`src/rtl/frame_assembler.sv`:
```
// Ping-pong frame assembler: gathers NUM_CH-word ADC bursts into two
// frame slots and streams complete frames downstream with valid/ready.
module frame_assembler #(
  parameter int NUM_CH         = 8,
  parameter int TIMEOUT_CYCLES = 64
) (
  input  logic        clk,
  input  logic        sresetn,
  input  logic [15:0] in_data,
  input  logic        in_valid,
  output logic [15:0] out_data,
  output logic [2:0]  out_chan,
  output logic        out_valid,
  output logic        out_last,
  input  logic        out_ready,
  output logic        overflow,
  input  logic        clr_ovf,
  output logic [7:0]  drop_count
);

  localparam int IW = (NUM_CH > 1) ? $clog2(NUM_CH) : 1;
  localparam int TW = $clog2(TIMEOUT_CYCLES + 1);
  localparam logic [IW-1:0] LAST = IW'(NUM_CH - 1);
  localparam logic [TW-1:0] TMO_LAST = TW'(TIMEOUT_CYCLES - 1);

  typedef enum logic [1:0] {
    W_IDLE = 2'd0,
    W_FILL = 2'd1,
    W_DROP = 2'd2
  } wstate_e;

  typedef enum logic {
    R_IDLE = 1'b0,
    R_SEND = 1'b1
  } rstate_e;

  wstate_e ws_q, ws_d;
  rstate_e rs_q, rs_d;

  logic          wr_slot_q, wr_slot_d;
  logic [IW-1:0] wr_idx_q, wr_idx_d;
  logic [TW-1:0] tmo_q, tmo_d;
  logic [1:0]    full_q, full_d;
  logic          rd_slot_q, rd_slot_d;
  logic [IW-1:0] rd_idx_q, rd_idx_d;
  logic          ovf_q, ovf_d;
  logic [7:0]    drop_q, drop_d;

  logic [15:0]   mem_q [2][NUM_CH];

  logic wr_en;
  logic wr_done;
  logic ev_ovf;
  logic ev_tmo;
  logic tmo_hit;
  logic rd_fire;
  logic rd_done;
  logic rd_avail;

  // Idle-gap watchdog fires on the last allowed quiet cycle of a burst
  always_comb begin
    tmo_hit = (ws_q != W_IDLE) && !in_valid && (tmo_q == TMO_LAST);
  end

  // Write FSM state register
  always_ff @(posedge clk or negedge sresetn) begin
    if (!sresetn) ws_q <= W_IDLE;
    else          ws_q <= ws_d;
  end

  // Write FSM next-state decision
  always_comb begin
    ws_d = ws_q;
    unique case (ws_q)
      W_IDLE: begin
        if (in_valid && (LAST != '0)) begin
          if (full_q[wr_slot_q]) ws_d = W_DROP;
          else                   ws_d = W_FILL;
        end
      end
      W_FILL, W_DROP: begin
        if (tmo_hit)                            ws_d = W_IDLE;
        else if (in_valid && wr_idx_q == LAST)  ws_d = W_IDLE;
      end
      default: ws_d = W_IDLE;
    endcase
  end

  // Write FSM outputs: slot index, gap counter and drop events
  always_comb begin
    wr_slot_d = wr_slot_q;
    wr_idx_d  = wr_idx_q;
    tmo_d     = tmo_q;
    wr_en     = 1'b0;
    wr_done   = 1'b0;
    ev_ovf    = 1'b0;
    ev_tmo    = 1'b0;
    unique case (ws_q)
      W_IDLE: begin
        tmo_d = '0;
        if (in_valid) begin
          wr_idx_d = (LAST == '0) ? '0 : IW'(1);
          if (full_q[wr_slot_q]) begin
            ev_ovf = 1'b1;
          end else begin
            wr_en   = 1'b1;
            wr_done = (LAST == '0);
          end
        end
      end
      W_FILL: begin
        if (in_valid) begin
          tmo_d = '0;
          wr_en = 1'b1;
          if (wr_idx_q == LAST) begin
            wr_done  = 1'b1;
            wr_idx_d = '0;
          end else begin
            wr_idx_d = wr_idx_q + IW'(1);
          end
        end else if (tmo_hit) begin
          tmo_d    = '0;
          wr_idx_d = '0;
          ev_tmo   = 1'b1;
        end else begin
          tmo_d = tmo_q + TW'(1);
        end
      end
      W_DROP: begin
        if (in_valid) begin
          tmo_d = '0;
          if (wr_idx_q == LAST) wr_idx_d = '0;
          else                  wr_idx_d = wr_idx_q + IW'(1);
        end else if (tmo_hit) begin
          tmo_d    = '0;
          wr_idx_d = '0;
        end else begin
          tmo_d = tmo_q + TW'(1);
        end
      end
      default: begin
        tmo_d    = '0;
        wr_idx_d = '0;
      end
    endcase
    if (wr_done) wr_slot_d = ~wr_slot_q;
  end

  // Read FSM state register
  always_ff @(posedge clk or negedge sresetn) begin
    if (!sresetn) rs_q <= R_IDLE;
    else          rs_q <= rs_d;
  end

  // A frame completing into the read slot this cycle is sent next cycle
  always_comb begin
    rd_fire  = (rs_q == R_SEND) && out_ready;
    rd_done  = rd_fire && (rd_idx_q == LAST);
    rd_avail = full_q[rd_slot_q] || (wr_done && (wr_slot_q == rd_slot_q));
  end

  // Read FSM next-state decision
  always_comb begin
    rs_d = rs_q;
    unique case (rs_q)
      R_IDLE:  if (rd_avail) rs_d = R_SEND;
      R_SEND:  if (rd_done)  rs_d = R_IDLE;
      default: rs_d = R_IDLE;
    endcase
  end

  // Read FSM outputs: word index and slot pointer advance on handshake
  always_comb begin
    rd_idx_d  = rd_idx_q;
    rd_slot_d = rd_slot_q;
    if (rd_fire) begin
      if (rd_done) begin
        rd_idx_d  = '0;
        rd_slot_d = ~rd_slot_q;
      end else begin
        rd_idx_d = rd_idx_q + IW'(1);
      end
    end
  end

  // Slot full flags: set by writer, cleared by reader, never same slot
  always_comb begin
    full_d = full_q;
    if (wr_done) full_d[wr_slot_q] = 1'b1;
    if (rd_done) full_d[rd_slot_q] = 1'b0;
  end

  // Sticky overflow and saturating drop counter
  always_comb begin
    ovf_d  = (ovf_q && !clr_ovf) || ev_ovf;
    drop_d = drop_q;
    if ((ev_ovf || ev_tmo) && (drop_q != 8'hFF)) drop_d = drop_q + 8'd1;
  end

  // Datapath and status registers
  always_ff @(posedge clk or negedge sresetn) begin
    if (!sresetn) begin
      wr_slot_q <= 1'b0;
      wr_idx_q  <= '0;
      tmo_q     <= '0;
      full_q    <= 2'b00;
      rd_slot_q <= 1'b0;
      rd_idx_q  <= '0;
      ovf_q     <= 1'b0;
      drop_q    <= 8'd0;
    end else begin
      wr_slot_q <= wr_slot_d;
      wr_idx_q  <= wr_idx_d;
      tmo_q     <= tmo_d;
      full_q    <= full_d;
      rd_slot_q <= rd_slot_d;
      rd_idx_q  <= rd_idx_d;
      ovf_q     <= ovf_d;
      drop_q    <= drop_d;
    end
  end

  // Frame storage, deliberately not reset
  always_ff @(posedge clk) begin
    if (wr_en) mem_q[wr_slot_q][wr_idx_q] <= in_data;
  end

  // Outputs are forced to zero whenever no word is presented
  always_comb begin
    out_valid  = (rs_q == R_SEND);
    out_data   = out_valid ? mem_q[rd_slot_q][rd_idx_q] : 16'h0000;
    out_chan   = out_valid ? 3'(rd_idx_q) : 3'd0;
    out_last   = out_valid && (rd_idx_q == LAST);
    overflow   = ovf_q;
    drop_count = drop_q;
  end

endmodule

```
`config.mk`:
```
export PLATFORM = sky130hd
export DESIGN_NAME = frame_assembler
export DESIGN_NICKNAME = d
export VERILOG_FILES = /design/src/rtl/frame_assembler.sv
export SDC_FILE = /design/constraint.sdc
export NUM_CORES = 1
export LEC_CHECK = 0
export BUFFER_PORTS_ARGS = -buffer_cell sky130_fd_sc_hd__buf_2
export CORE_ASPECT_RATIO = 1.75
export CORE_MARGIN = 3
export CORE_UTILIZATION = 43
export CTS_CLUSTER_SIZE = 16
export DETAILED_ROUTE_END_ITERATION = 10
export GPL_TIMING_DRIVEN = 1
export PLACE_DENSITY_LB_ADDON = 0.3
export SYNTH_ARGS = -nofsm -noshare
export SYNTH_HDL_FRONTEND = slang
export SYNTH_SLANG_ARGS = --single-unit
```
`constraint.sdc`:
```
create_clock -name clk -period 9.6 [get_ports clk]
set_input_delay 1.44 -clock clk [delete_from_list [all_inputs] [get_ports clk]]
set_output_delay 1.44 -clock clk [all_outputs]
set_load 0.05 [all_outputs]
```
==> impl_summary.md <==
Outcome
The run finished with clean final reports.

Timing
The ratio of final minimum period to clock period is 0.499. Clock skew on the completed layout was measured at 0.00834 ns. Adding up every negative setup slack in the final design gives 0 ns. Setup repair after global routing left no endpoint under its margin. The timing-limited maximum frequency is 0.209 GHz. The number of max-slew violations in the final report was 0.

The final worst slack is 4.81 ns. The worst slew margin relative to its limit is 0.206. The number of failing setup endpoints in the final timing report is 0.

The final critical path time including I/O delays and setup is 4.79 ns. The final number of hold-violating endpoints is 0. The transition at the pin with the smallest max-transition slack is 1.19 ns.

Global route
For this run, the total global-route usage over all layers was measured as 0.166. The initial antenna violation count is 1. The residual overflow from global routing is 0. The first-pass GRT wire length is 35,400 um. The pin count of the biggest net entering global routing is 52. The via count of the first global-routing pass is 6,027.

Die
The area of the die is 0.0284 mm2. The die is 221 um tall. The boundary pin count is 51. The cell row count is 78. The starting density of the core is 0.436. The region available for standard cell placement spans 0.0260 mm2. From left edge to right edge, the die measures 129 um.

Synthesis
The flop and latch count out of synthesis is 285. The share of the yosys chip area belonging to registers is 0.743. The number of nets in the synthesized netlist is 612.

The number of enable flip-flop cells after synthesis is 256. Of all flip-flops after synthesis, the portion carrying an async set or reset was 0.102. Synthesis produced 582 cells. The number of distinct library cell variants in the gate-level netlist after synthesis is 45. The post-synthesis cell area is 0.0113 mm2. The synthesis warning total is 0.

After synthesis, the cell types taking the most area are sky130_fd_sc_hd__edfxtp_1, sky130_fd_sc_hd__mux4_2, sky130_fd_sc_hd__dfrtp_1. The most used flip-flop cell after synthesis is sky130_fd_sc_hd__edfxtp_1. Summed over all instances, the cell type with the most area after synthesis is sky130_fd_sc_hd__edfxtp_1.

The portion of synthesized cell area occupied by the leading cell type is 0.679. After synthesis, the mean cell area works out to 19.5 um2.

Setup path
The worst path buffer plus inverter count is 2. The worst setup path category is reg -> out. STA puts the critical path data required time at 8.16 ns. The worst register-to-register path begins at wr_slot_q. The arrival time of data at the critical path endpoint is 3.35 ns.

STA classifies the critical path endpoint as an output pin. The worst reg-to-reg setup slack is 6.51 ns. The cell with the largest stage delay on the worst path is sky130_fd_sc_hd__buf_4. The cell family contributing the most delay on the critical path is buffers and inverters. The type of element launching the critical path is a register. Traced cell by cell, the critical path runs through buf_4 -> mux4_2 -> mux2i_1 -> o22ai_1 -> buf_2. The largest driver fanout on the critical path is 51. The worst register-to-register path ends at mem_q[0][125].

The depth of the most critical reg-to-reg path is 6. The critical path's largest stage delay is 0.79 ns.

Placed design
Once placement finished, the instance area stood at 0.0120 mm2. The half-perimeter wire length after placement is 13,900 um. The weighted congestion at the end of routability-driven global placement is 0.746. The worst setup slack after placement is 5.24 ns. The number of input and output port buffers inserted is 50.

CTS
Gates resized during post-CTS repair numbered 0. The TritonCTS clock tree is built. The number of clock buffers inserted by TritonCTS is 24.

After clock tree synthesis, the setup repair step added 0 buffers. In this run the number of H-tree levels came out at 1. The clock latency of the later-clocked register in the worst-skew pair is 0.52 ns. In this run the deepest clock path goes through 3 buffers. The number of clock sinks is 285.

The cell at the root of the clock tree is sky130_fd_sc_hd__clkbuf_16. The number of buffers added to fix hold violations after cts is 0. Clock-pin slew was measured on the worst setup and hold paths at 0.06 ns.

Final layout
For this run, the post-layout net count is 678. The fraction of final layout cells sized beyond drive strength 1 is 0.286. Once layout is done, the placed cells without fillers occupy 0.0129 mm2. The area growth from synthesis to layout is 13.5%. The number of diodes is 0.

Drt
Before antenna repair, the detailed router went through 5 iterations. Using the TritonRoute via totals, the vias-per-cell ratio works out to 5.66. The post-detailed-route DRC marker count is 0.

After detailed routing, the total wire length is 23,100 um. The detailed router's first-iteration violation count is 366. The post-detailed-route count of antenna-violating nets is 0. The detailed router placed 5,571 vias in this run. The wire length per cell after detailed routing is 23.5 um.

Power
For this design the ratio of total power to cell area is 281 mW/mm2. The analysis attributes to cell leakage a power of 4.43 nW. IR analysis of the VDD net gives a maximum drop of 0.174 mV.

Min path
The number of stages on the worst hold path is 1. The min-delay analysis places its worst path in the category reg -> reg. In this run the most critical hold path is launched from tmo_q[0]. The worst min-delay path endpoint is tmo_q[0].

Flow run
Across the run, the number of max-cap violations was 0.
flip-flops by register name, indices dropped and copies added (netlist names):
name	flops
wr_slot_q	1
mem_q	256
overflow	1
rd_slot_q	1
wr_idx_q	3
ws_q	2
drop_count	8
full_q	2
rd_idx_q	3
out_valid	1
tmo_q	7
metrics by stage:
stage	util	std cells	hold slack [ns]	total power, mW
after global placement	0.464	942	0.446	2.61
final	0.495	985	0.465	3.61
after detailed placement	0.464	942	0.458	2.64
after floorplan	-	582	0.433	2.35
after global routing	0.495	985	0.491	3.77
after CTS	0.495	985	0.467	3.65
cells by family after synthesis:
family / share of synthesized area
buffers and inverters: 0.0136
flip-flops: 0.743
multiplexers: 0.150
AND/OR/NAND/NOR: 0.0438
AO/OA/AOI/OAI: 0.0331
XOR/XNOR: 0.00696
adder cells (fa/ha/maj): 0.00994
cells in the final DEF, fill, tap and decap left out, drive strengths merged, types with 2 or more instances in the layout:
master  synthesis  layout
edfxtp        256     256
buf            15      68
mux4           60      60
clkbuf         13      33
dfrtp          29      29
mux2i          28      28
nor2           23      23
nand2          22      22
o21ai          13      13
o22ai          12      12
nor2b          10      10
inv             8      10
ha              9       9
nand3           8       8
xnor2           7       7
nand2b          7       7
a21oi           6       6
and2            6       6
mux2            6       6
nor3            5       5
a211oi          4       4
a311oi          4       4
a22oi           4       4
bufinv          0       4
and3            4       4
nand4           3       3
clkinv          0       3
nand3b          3       3
a41oi           2       2
a22o            2       2
xor2            2       2
and4            2       2
a21o            2       2
worst max-delay path by stage:
stage                          from             to  slack, ns  cells past startpoint
after floorplan            in_valid  mem_q[0][112]       5.83                      4
after global placement    rd_slot_q   out_data[14]       5.24                      5
after detailed placement  rd_slot_q   out_data[14]       5.24                      5
after CTS                 rd_slot_q   out_data[14]       4.67                      5
after global routing      rd_slot_q   out_data[14]       4.51                      5
final                     rd_slot_q   out_data[14]       4.81                      5
layout make-up:
class / count / area (um2)
Clock buffer: 33 / 666
Clock inverter: 10 / 158
Fill cell: 2107 / 13100
Inverter: 8 / 30.0
Multi-Input combinational cell: 261 / 2800
Sequential cell: 285 / 8420
Tap cell: 320 / 400
Timing Repair Buffer: 68 / 385
routing by layer:
layer | global-route usage | wire length, um
met5 | 0 | 13
met2 | 0.311 | 13000
met1 | 0.200 | 8740
met3 | 0.0210 | 949
met4 | 0.0459 | 440
cells in the mapped netlist, types with 3 or more instances:
| library cell | n |
|---|---|
| sky130_fd_sc_hd__buf_1 | 4 |
| sky130_fd_sc_hd__inv_1 | 8 |
| sky130_fd_sc_hd__a311oi_1 | 4 |
| sky130_fd_sc_hd__nor2_1 | 23 |
| sky130_fd_sc_hd__nand4_1 | 3 |
| sky130_fd_sc_hd__a211oi_1 | 4 |
| sky130_fd_sc_hd__and2_1 | 6 |
| sky130_fd_sc_hd__and3_1 | 3 |
| sky130_fd_sc_hd__nand3_1 | 8 |
| sky130_fd_sc_hd__clkbuf_1 | 13 |
| sky130_fd_sc_hd__xnor2_1 | 7 |
| sky130_fd_sc_hd__mux2i_1 | 28 |
| sky130_fd_sc_hd__edfxtp_1 | 256 |
| sky130_fd_sc_hd__o22ai_1 | 12 |
| sky130_fd_sc_hd__nand2_1 | 22 |
| sky130_fd_sc_hd__buf_2 | 9 |
| sky130_fd_sc_hd__mux4_2 | 60 |
| sky130_fd_sc_hd__dfrtp_1 | 29 |
| sky130_fd_sc_hd__ha_1 | 9 |
| sky130_fd_sc_hd__o21ai_0 | 13 |
| sky130_fd_sc_hd__mux2_2 | 4 |
| sky130_fd_sc_hd__a22oi_1 | 4 |
| sky130_fd_sc_hd__nor2b_1 | 10 |
| sky130_fd_sc_hd__nor3_1 | 5 |
| sky130_fd_sc_hd__a21oi_1 | 6 |
| sky130_fd_sc_hd__nand2b_1 | 7 |
report_power, final:
| group | switching (mW) | internal (mW) | total [mW] | leakage, nW |
|---|---|---|---|---|
| clock network | 0.421 | 0.596 | 1.02 | 0.401 |
| registers | 0.0897 | 1.45 | 1.54 | 2.70 |
| logic | 0.663 | 0.394 | 1.06 | 1.34 |
No activity file was read; power rests on OpenSTA's default activity.
